--- config.mk ---
export PLATFORM = sky130hd
export DESIGN_NAME = tick_mod_counter
export DESIGN_NICKNAME = d
export VERILOG_FILES = /design/src/rtl/tick_mod_counter.sv
export SDC_FILE = /design/constraint.sdc
export NUM_CORES = 1
export LEC_CHECK = 0
export BUFFER_PORTS_ARGS = -buffer_cell sky130_fd_sc_hd__buf_2
export CAP_MARGIN = 20
export CORE_MARGIN = 2
export CORE_UTILIZATION = 55
export CTS_BUF_LIST = sky130_fd_sc_hd__clkbuf_4 sky130_fd_sc_hd__clkbuf_8 sky130_fd_sc_hd__clkbuf_16
export DETAILED_ROUTE_END_ITERATION = 10
export PLACE_DENSITY = 0.75
export SLEW_MARGIN = 5
export SYNTH_ARGS = -nofsm -noshare
export SYNTH_HDL_FRONTEND = slang
export SYNTH_SLANG_ARGS = --single-unit
--- constraint.sdc ---
create_clock -name clk -period 2.1 [get_ports clk]
set_input_delay 0.105 -clock clk [delete_from_list [all_inputs] [get_ports clk]]
set_output_delay 0.105 -clock clk [all_outputs]
set_load 0.02 [all_outputs]
--- src/rtl/tick_mod_counter.sv ---
// Prescaled modulo up/down counter with tick and carry pulses for cascading stages.
// Build option: define TMC_LOAD_EN to enable the synchronous clamped load path.
module tick_mod_counter #(
  parameter int WIDTH   = 7,
  parameter int MODULUS = 60,
  parameter int DIV     = 50
) (
  input  logic             clk,
  input  logic             rst,
  input  logic             en,
  input  logic             up_dn,
  input  logic             clr,
  input  logic             load,
  input  logic [WIDTH-1:0] load_val,
  output logic [WIDTH-1:0] count,
  output logic             tick,
  output logic             carry
);

  localparam logic [15:0]      DIV_LAST  = 16'(DIV - 1);
  localparam logic [WIDTH-1:0] COUNT_MAX = WIDTH'(MODULUS - 1);

  logic [15:0]      presc_reg;
  logic [WIDTH-1:0] count_reg;
  logic             tick_reg;
  logic             carry_reg;

  logic             step;
  logic             wrap;
  logic [WIDTH-1:0] count_next;

  assign step = en && (presc_reg == DIV_LAST);

  always_comb begin
    wrap       = 1'b0;
    count_next = count_reg;
    if (up_dn) begin
      wrap       = (count_reg == COUNT_MAX);
      count_next = wrap ? '0 : count_reg + WIDTH'(1);
    end else begin
      wrap       = (count_reg == '0);
      count_next = wrap ? COUNT_MAX : count_reg - WIDTH'(1);
    end
  end

`ifdef TMC_LOAD_EN
  localparam logic [WIDTH:0] MOD_WIDE = (WIDTH + 1)'(MODULUS);

  logic [WIDTH-1:0] load_clamped;

  // Out-of-range load values saturate so count can never leave 0..MODULUS-1.
  assign load_clamped = ({1'b0, load_val} >= MOD_WIDE) ? COUNT_MAX : load_val;
`else
  logic unused_load;

  assign unused_load = ^{load, load_val};
`endif

  always_ff @(posedge clk) begin
    if (!rst) begin
      presc_reg <= '0;
      count_reg <= '0;
      tick_reg  <= 1'b0;
      carry_reg <= 1'b0;
    end else if (clr) begin
      presc_reg <= '0;
      count_reg <= '0;
      tick_reg  <= 1'b0;
      carry_reg <= 1'b0;
`ifdef TMC_LOAD_EN
    end else if (load) begin
      presc_reg <= '0;
      count_reg <= load_clamped;
      tick_reg  <= 1'b0;
      carry_reg <= 1'b0;
`endif
    end else if (en) begin
      presc_reg <= step ? '0 : presc_reg + 16'd1;
      if (step) begin
        count_reg <= count_next;
      end
      tick_reg  <= step;
      carry_reg <= step && wrap;
    end else begin
      tick_reg  <= 1'b0;
      carry_reg <= 1'b0;
    end
  end

  assign count = count_reg;
  assign tick  = tick_reg;
  assign carry = carry_reg;

endmodule
==> summary.txt, run 1 <==
Clock network
  – Clk slew on worst S/H paths: ~0.14 ns
  – CTS sink cnt: 25
  – Htree depth: 1
  – CTS tree: done
  – CTS Buffer Depth: 2
  – Clk_lat worst skew: 0.33 ns
  – TritonCTS Buffers: 3
  – CTS root buffer: clkbuf_4
  – CTS Hold Bufs: 0

STA
  – Setup TNS Final: 0 ns
  – Final Max Slew Viols: 0
  – Unrepaired setup endpoints after global routing: false
  – Worst relative slew slack: 72.8%
  – Final Hold Fails: 0
  – Fmax: between 500 and 600 MHz
  – Final min period: 1.98 ns
  – Skew final: between 0.004 and 0.005 ns
  – Final setup fails: 0
  – Period utilisation layout: 94.2%
  – Worst slew pin tran: between 0.4 and 0.5 ns

Synthesis
  – Simple-Gate Fraction of Synth Area: 30.1%
  – Cell variety after synth: 45
  – EDFF count, synth: 0
  – Post-synthesis mux area share: between 1.5 and 2%
  – Dominant synthesized flop cell: dfxtp_1
  – Synthesized area: 1400 sq um
  – Adder-cell share of the synthesized area: about 4.5%
  – Post-synthesis cell count: 173
  – Net Count, Synth: 191
  – Yosys warnings: 0
  – Main area contributors after synthesis: dfxtp_1 (36%), nor2_1 (6.2%), xor2_1 (5.6%), ha_1 (4.5%), nand2_1 (4.3%)
  – Flops & latches, synth: 25
  – Async S/R FF share, synth: 0%
  – Cell taking the most area after synthesis: dfxtp_1
  – Sequential element share of the synthesized area: 35.7%
  – Yosys top cell area share: 35.7%
  – Avg Cell Area, Syn: 8.10 sq um
  – XOR/XNOR Fraction of Synth Area: 8.75%
  – Compound-cell area share of the yosys netlist: between 10% and 20%
  – Largest family of logic cells by synthesized area: simple AND/OR/NAND/NOR gates

Placement
  – Placer congestion estimate: about 0.89
  – Port buffer count: 13
  – DP HPWL: 2110 microns

Status
  – Status: finished, final reports clean

Cells and area
  – Antenna Cells: 0
  – Most common cell after layout, fill and taps aside: dfxtp_1
  – Final Util: 61.5%
  – Nets: 203
  – Number of flip-flops in the largest register: 16
  – Area Growth Syn to Fin: 7.68%
  – Most frequent cells in the layout: dfxtp_1 (25), nor2_1 (23), nand2_1 (16)
  – Layout cell share with drive strength beyond 1: 14.7%

Min path
  – Worst Hold Class: in -> reg

Setup path
  – Crit path max fanout: 8
  – Crit. Startpoint: count[1]$_SDFFE_PP0P_
  – Worst r2r path cells: 6
  – CP startpoint kind: flop
  – Largest stage delay, worst path: 0.53 ns
  – Critical R2R Capture: count[2]$_SDFFE_PP0P_
  – RR Startpoint: count[1]$_SDFFE_PP0P_
  – CP max stage cell: or4_4
  – CP endpoint kind: flop
  – Cell Chain, Critical Path: ha_1, nand2_2, or4_4, a32o_1, a21oi_2, a311oi_1
  – Worst R2R Setup Slack: roughly 0.12 ns
  – Worst Setup EP: count[2]$_SDFFE_PP0P_
  – Crit path arrival time: 2.18 ns
  – Required @ worst endpoint: 2.31 ns
  – Crit Path Class: reg -> reg

Global route
  – Largest net degree at the start of global routing: 20
  – First-pass GRT wire length: 4730 microns
  – Initial antenna violation count: 0
  – Gr usage total: 22.4%
  – GRT overflow: 0
  – Vias in the first global route: 1085

Pwr
  – PD cells: just under 500 nW/um^2
  – P_leak: about 0.55 nW
  – Max VDD drop: between 0.3 and 0.4 mV
  – Pwr Total: 0.000739 W

Routing
  – DR pass1 iterations: 4
  – DR vias: 1244
  – DRT Wirelength: 2910 microns
  – DR DRC count: 0
  – DRT iter0 DRCs: 24
  – Routed Antenna Nets: 0
  – DR vias/cell: 5.81
  – Wirelength per Cell: 13.6 microns

Floorplanning
  – FP Rows: 18
  – Die ar.: 2970 sq um
  – Starting density of the core: roughly 57%
  – Core Region: 2450 sq um
  – I/O Pins: 22
  – Die W: 54.5 microns
  – Die Height: between 50 and 60 microns

Run
  – Max_cap viols: 0
[Yosys cell counts (2+ instances only)]
library cell,instances
a31oi_1,3
inv_1,6
nand4_1,8
nor3_1,5
and4_1,3
nor2b_1,4
a21oi_1,8
o21ai_0,9
nor2_1,23
xor2_1,9
ha_1,5
nor4b_1,2
and3_1,4
xnor2_1,5
o21a_1,2
clkbuf_1,3
nand2_1,16
dfxtp_1,25
nor4_1,2
nand3_1,6
[what timing repair did]
| item | CTS | global route |
|---|---|---|
| endpoints found under the hold margin | 0 | 0 |
| setup endpoints to repair | 0 | 1 |
| buffers inserted | 0 | 0 |
| gates resized for setup | 0 | 1 |
[worst max-delay path, delay by kind of cell, from the launching register on]
kind | cells | cell delay, ns
compound gates | 3 | 0.48
fa+ha+maj | 1 | 0.29
flops | 1 | 0.47
simple gates | 2 | 0.62
[through the flow]
| step | cell area [sq um] | hold WS, ns | worst slack (ns) | instances |
|---|---|---|---|---|
| 2_1_floorplan | 1400 | 0.317 | 0.179 | 173 |
| 3_3_place_gp | 1480 | 0.450 | 0.231 | 210 |
| 3_5_place_dp | 1480 | 0.469 | 0.157 | 210 |
| 4_1_cts | 1500 | 0.100 | 0.138 | 214 |
| 5_1_grt | 1510 | 0.120 | 0.0574 | 214 |
| 6_report | 1510 | 0.114 | 0.122 | 214 |
[logic make-up (layout without fill, tap and decap cells)]
kind of cell	after synthesis	in the layout
and+or+nand+nor	81	81
buffers and inverters	14	25
adders and majority gates	5	5
muxes	2	2
DFF	25	25
AOI/OAI and AO/OA	32	32
xor gates and xnor gates	14	14
[report_power, final]
group          total (W)  leakage, nW  switching (W)  internal, W
sequential      0.000477        0.201     0.00000147     0.000476
clock           0.000222       0.0177       0.000151    0.0000716
combinational  0.0000392        0.333      0.0000246    0.0000146
total           0.000739        0.552       0.000177     0.000562
[worst min path at each step]
stage / from / endpoint / slack, ns / cells past startpoint
3_5_place_dp: clr / count[3]$_SDFFE_PP0P_ / 0.47 / 4
2_1_floorplan: clr / count[3]$_SDFFE_PP0P_ / 0.32 / 3
6_report: clr / count[3]$_SDFFE_PP0P_ / 0.11 / 4
4_1_cts: clr / count[3]$_SDFFE_PP0P_ / 0.10 / 4
5_1_grt: clr / count[3]$_SDFFE_PP0P_ / 0.12 / 4
3_3_place_gp: clr / count[3]$_SDFFE_PP0P_ / 0.45 / 4
[area by class of cell]
class / instances / area, sq um
inverter: 6 / 22.5
sequential: 25 / 500
clock inverter: 1 / 5.00
fill: 242 / 946
timing repair buffer: 15 / 80.1
clock buffer: 3 / 22.5
multi-input combinational: 134 / 841
tap: 30 / 37.5
[per-layer routing]
layer	wire length [microns]	GRT usage [%]	share of wire, %
met4	53	10.8	1.8
met2	1230	31.3	42
met3	172	3.55	5.9
met5	0	0	0
met1	1460	33.2	50
Power figures use the tool's default switching activity.
==> inputs of run 2 (changes only) <==
--- a/config.mk
+++ b/config.mk
@@ -10,8 +10,9 @@
 export CORE_MARGIN = 2
 export CORE_UTILIZATION = 55
 export CTS_BUF_LIST = sky130_fd_sc_hd__clkbuf_4 sky130_fd_sc_hd__clkbuf_8 sky130_fd_sc_hd__clkbuf_16
+export CTS_CLUSTER_DIAMETER = 200
 export DETAILED_ROUTE_END_ITERATION = 10
-export PLACE_DENSITY = 0.75
+export PLACE_DENSITY = 0.78
 export SLEW_MARGIN = 5
 export SYNTH_ARGS = -nofsm -noshare
 export SYNTH_HDL_FRONTEND = slang
==> summary.txt, run 2 (same netlist as run 1, synthesis figures left out) <==
Global route
  – Initial antenna violation count: 0
  – Gr usage total: 22.4%
  – Vias in the first global route: approximately 1.1k
  – GRT overflow: 0
  – First-pass GRT wire length: 4800 microns
  – Largest net degree at the start of global routing: 20

Setup path
  – Cell Chain, Critical Path: ha_1, nand2_2, or4_4, a32o_1, a21oi_2, a311oi_1
  – Crit path arrival time: 2.17 ns
  – CP startpoint kind: flop
  – Required @ worst endpoint: around 2.3 ns
  – Crit path max fanout: 8
  – Largest stage delay, worst path: 0.51 ns
  – CP delay by family, top: simple AND/OR/NAND/NOR gates
  – Worst path bufs/invs: 0
  – CP max stage cell: or4_4
  – Crit Path Class: reg -> reg
  – CP endpoint kind: flop

Status
  – Status: finished, final reports clean

Cells and area
  – Most common cell after layout, fill and taps aside: dfxtp_1
  – Area Growth Syn to Fin: 7.86%
  – Nets: slightly above 200
  – Number of flip-flops in the largest register: 16
  – Non-Filler Instances: approximately 210
  – Most frequent cells in the layout: dfxtp_1 (25), nor2_1 (23), nand2_1 (16)
  – Antenna Cells: 0
  – Layout cell share with drive strength beyond 1: between 10 and 15%
  – Final Util: 61.6%

Placement
  – Port buffer count: 13
  – Placer congestion estimate: between 0.9 and 1
  – Dpl cells: 210
  – DP HPWL: 2210 microns

Floorplanning
  – Starting density of the core: 57.1%
  – Core Region: 2450 sq um
  – Die Height: 54.5 microns
  – FP Rows: 18
  – Die W: ~54 microns
  – I/O Pins: 22
  – Die ar.: 2970 sq um

Routing
  – Wirelength per Cell: between 10 and 15 microns
  – DRT iter0 DRCs: a little over 40
  – DR pass1 iterations: 4
  – DR vias: 1288
  – DR vias/cell: 6.02
  – DR DRC count: 0
  – DRT Wirelength: 3040 microns
  – Routed Antenna Nets: 0

STA
  – Final min period: between 1.5 and 2 ns
  – Worst relative slew slack: 72.4%
  – Skew final: 0.0179 ns
  – Period utilisation layout: 93.4%
  – Worst slew pin tran: a little over 0.4 ns
  – Final Max Slew Viols: 0
  – Unrepaired setup endpoints after global routing: false
  – Final Hold Fails: 0
  – Setup TNS Final: 0 ns
  – Final setup fails: 0
  – Fmax: 510 MHz

Run
  – Max_cap viols: 0

Clock network
  – CTS sink cnt: 25
  – Htree depth: 1
  – CTS tree: done
  – CTS root buffer: clkbuf_4
  – Clk_lat worst skew: 0.33 ns
  – TritonCTS Buffers: 3
  – CTS Hold Bufs: 0
  – Clk slew on worst S/H paths: about 0.15 ns
  – CTS Buffer Depth: 2

Pwr
  – P_leak: 0.552 nW
  – Max VDD drop: 0.352 mV
  – PD cells: 500 nW/um^2

Min path
  – Worst Hold Class: in -> reg
[run 2: cell types whose count changed in the layout (fill, tap and decap cells not counted), sizes merged]
cell,delta
clkbuf,+1
clkinv,-1
[run 2: path summary, 6_finish.rpt]
check                                  start                         end  slack (ns)  depth (start not counted)
setup reg to reg       count[1]$_SDFFE_PP0P_       count[2]$_SDFFE_PP0P_        0.14                          6
setup / recovery       count[1]$_SDFFE_PP0P_       count[2]$_SDFFE_PP0P_        0.14                          6
hold reg to reg   presc_reg[15]$_SDFFE_PP0P_  presc_reg[15]$_SDFFE_PP0P_        0.55                          2
hold / removal                           clr       count[3]$_SDFFE_PP0P_        0.11                          4
[run 2: metal layers]
metal	GRT usage, %	share of wire (%)
met1	30.9	47
met4	9.17	1.5
met2	34.7	47
met3	3.55	3.8
met5	0	0
[run 2: cell type report]
class                      count  area, sq um
timing repair buffer          15         80.1
clock buffer                   4         30.0
multi-input combinational    134          841
tap                           30         37.5
sequential                    25          500
inverter                       6         22.5
fill                         219          943
[run 2: where the power goes]
part / internal (W) / leakage, nW / switching (W)
Combinational: 0.0000147 / 0.333 / 0.0000251
Sequential: 0.000476 / 0.201 / 0.00000159
Clock: 0.0000875 / 0.0184 / 0.000152
Total: 0.000578 / 0.552 / 0.000178
[run 2: repair_timing]
action,CTS,global route
endpoints found under the setup margin,0,1
buffers inserted,0,0
hold endpoints to repair,0,0
resized for setup,0,1
[run 2: through the flow]
| stage | worst slack [ns] | hold WS [ns] | power [W] | instance area [sq um] |
|---|---|---|---|---|
| 4_1_cts | 0.151 | 0.119 | 0.000760 | 1510 |
| 2_1_floorplan | 0.179 | 0.317 | 0.000516 | 1400 |
| 5_1_grt | 0.0423 | 0.144 | 0.000779 | 1510 |
| 3_5_place_dp | 0.187 | 0.490 | 0.000526 | 1480 |
| 6_report | 0.138 | 0.114 | 0.000756 | 1510 |
| 3_3_place_gp | 0.237 | 0.464 | 0.000525 | 1480 |
[run 2: tightest hold or removal path: cells and delay by family]
kind            cells  cell delay (ns)
compound gates      1             0.07
simple gates        2             0.15
buf+inv             1             0.09
==> inputs of run 3 (changes only) <==
--- a/config.mk
+++ b/config.mk
@@ -7,7 +7,7 @@
 export LEC_CHECK = 0
 export BUFFER_PORTS_ARGS = -buffer_cell sky130_fd_sc_hd__buf_2
 export CAP_MARGIN = 20
-export CORE_MARGIN = 2
+export CORE_MARGIN = 10
 export CORE_UTILIZATION = 55
 export CTS_BUF_LIST = sky130_fd_sc_hd__clkbuf_4 sky130_fd_sc_hd__clkbuf_8 sky130_fd_sc_hd__clkbuf_16
 export CTS_CLUSTER_DIAMETER = 200
==> summary.txt, run 3 (same netlist as run 1, synthesis figures left out) <==
Cells and area
  – Antenna Cells: 0
  – Post-route design area: between 1500 and 2000 sq um
  – Most frequent cells in the layout: dfxtp_1 (25), nor2_1 (23), nand2_1 (16)
  – Area Growth Syn to Fin: 7.86%
  – Fillers: between 200 and 250
  – Most common cell after layout, fill and taps aside: dfxtp_1
  – Non-Filler Instances: 214
  – Nets: between 200 and 250
  – Layout cell share with drive strength beyond 1: between 10 and 15%
  – Multi-input gate area: 841 sq um
  – FF+latch area: 500 sq um
  – Number of flip-flops in the largest register: 16

Floorplanning
  – I/O Pins: 22
  – FP Rows: 18
  – Starting density of the core: 57.1%
  – Die Height: just over 70 microns
  – Die W: 70.5 microns
  – Core Region: 2450 sq um
  – Die ar.: 4970 sq um

Placement
  – Placer congestion estimate: 0.885
  – Post-DP Area: 1480 sq um
  – Dpl cells: between 200 and 250
  – Port buffer count: 13
  – DP HPWL: ~2400 microns

Clock network
  – Htree depth: 1
  – CTS Hold Bufs: 0
  – Clk_lat worst skew: 0.32 ns
  – CTS sink cnt: 25
  – CTS root buffer: clkbuf_4
  – CTS tree: done
  – TritonCTS Buffers: 3
  – CTS Buffer Depth: 2
  – Clk slew on worst S/H paths: 0.14 ns

Setup path
  – Crit path max fanout: 7
  – Worst path bufs/invs: 0
  – CP endpoint kind: flop
  – RR Startpoint: count[0]$_SDFFE_PP0P_
  – Required @ worst endpoint: between 2 and 2.5 ns
  – Cell Chain, Critical Path: ha_1, nand2_2, or4_4, a32o_1, a21oi_2, a311oi_1
  – Largest stage delay, worst path: about 0.51 ns
  – Worst R2R Setup Slack: 0.18 ns
  – Crit path arrival time: 2.12 ns
  – Crit Path Class: reg -> reg
  – CP max stage cell: or4_4
  – CP delay by family, top: simple AND/OR/NAND/NOR gates
  – CP startpoint kind: flop
  – Critical R2R Capture: count[2]$_SDFFE_PP0P_
  – Worst r2r path cells: 6
  – Critical path depth: 6

Routing
  – DR DRC count: 0
  – DRT iter0 DRCs: 116
  – DRT Wirelength: 3200 microns
  – Routed Antenna Nets: 0
  – Wirelength per Cell: 15.0 microns
  – DR vias/cell: ~6.0
  – DR pass1 iterations: 4
  – DR vias: between 1k and 1.5k

STA
  – Worst slew pin tran: 0.416 ns
  – Final min period: approximately 1.9 ns
  – Final Max Slew Viols: 0
  – Skew final: 0.0140 ns
  – Setup TNS Final: 0 ns
  – Hold WS: 0.142 ns
  – Final Hold Fails: 0
  – Fmax: 522 MHz
  – Final setup fails: 0
  – Worst relative slew slack: 72.3%
  – Period utilisation layout: approximately nine tenths
  – Unrepaired setup endpoints after global routing: false

Pwr
  – P_leak: between 0.5 and 0.6 nW
  – Max VDD drop: between 0.4 and 0.5 mV
  – PD cells: 494 nW/um^2

Global route
  – Largest net degree at the start of global routing: 20
  – Gr usage total: about an eighth
  – Initial antenna violation count: 0
  – First-pass GRT wire length: approximately 5400 microns
  – GRT overflow: 0
  – Vias in the first global route: 1154

Min path
  – Endpoint of the worst hold path: count[3]$_SDFFE_PP0P_
  – Worst Hold Class: in -> reg
  – Min-Delay Startpoint: clr
  – Hold depth: 4

Status
  – Status: finished, final reports clean

Run
  – Max_cap viols: 0
-- run 3: cell counts in the layout (fill, tap and decap cells not counted) --
No cell type changed its count.
-- run 3: timing repair --
item / 4_1_cts / 5_1_grt
hold endpoints to repair: 0 / 0
gates resized for setup: 0 / 1
endpoints found under the setup margin: 0 / 2
setup buffers: 0 / 0
-- run 3: worst max path at each step --
stage,from,to
6_report,count[0]$_SDFFE_PP0P_,count[2]$_SDFFE_PP0P_
4_1_cts,presc_reg[0]$_SDFFE_PP0P_,count[4]$_SDFFE_PP0P_
2_1_floorplan,count[1]$_SDFFE_PP0P_,count[2]$_SDFFE_PP0P_
3_3_place_gp,count[1]$_SDFFE_PP0P_,count[2]$_SDFFE_PP0P_
3_5_place_dp,presc_reg[0]$_SDFFE_PP0P_,count[4]$_SDFFE_PP0P_
5_1_grt,presc_reg[0]$_SDFFE_PP0P_,count[4]$_SDFFE_PP0P_
-- run 3: layout make-up --
type                    instances  share of cell area, %
repair buffers                 15                   5.30
inverters                       6                   1.49
well taps                      30                   2.48
flip-flops and latches         25                   33.1
clock buffers                   4                   1.99
multi-input cells             134                   55.6
-- run 3: stage by stage --
| stage | total power, W | setup WS (ns) | util, % |
|---|---|---|---|
| after floorplan | 0.000516 | 0.179 | - |
| after global placement | 0.000525 | 0.246 | 60.1 |
| after detailed placement | 0.000527 | 0.186 | 60.1 |
| after CTS | 0.000753 | 0.146 | 61.3 |
| after global routing | 0.000771 | 0.0528 | 61.6 |
| final | 0.000747 | 0.183 | 61.6 |
-- run 3: metal layers --
metal | vias to the layer above | track usage (%) | share of wire [%]
met5 | - | 0 | 0
met4 | 0 | 3.73 | 0.84
met3 | 4 | 3.95 | 7.2
met2 | 42 | 19.6 | 47
met1 | 594 | 16.7 | 45
li1 | 639 | - | -
-- run 3: where the power goes --
| part | switching, W | leakage (nW) | internal (W) |
|---|---|---|---|
| logic | 0.0000259 | 0.333 | 0.0000148 |
| registers | 0.00000157 | 0.201 | 0.000475 |
| clock network | 0.000142 | 0.0184 | 0.0000873 |
| total | 0.000169 | 0.552 | 0.000578 |
-- run 3: worst register-to-register path, stage by stage (launching register included) --
cell and delay [ns]:
dfxtp_1 0.47, ha_1 0.27, nand2_2 0.09, or4_4 0.51
a32o_1 0.29, a21oi_2 0.14, a311oi_1 0.06
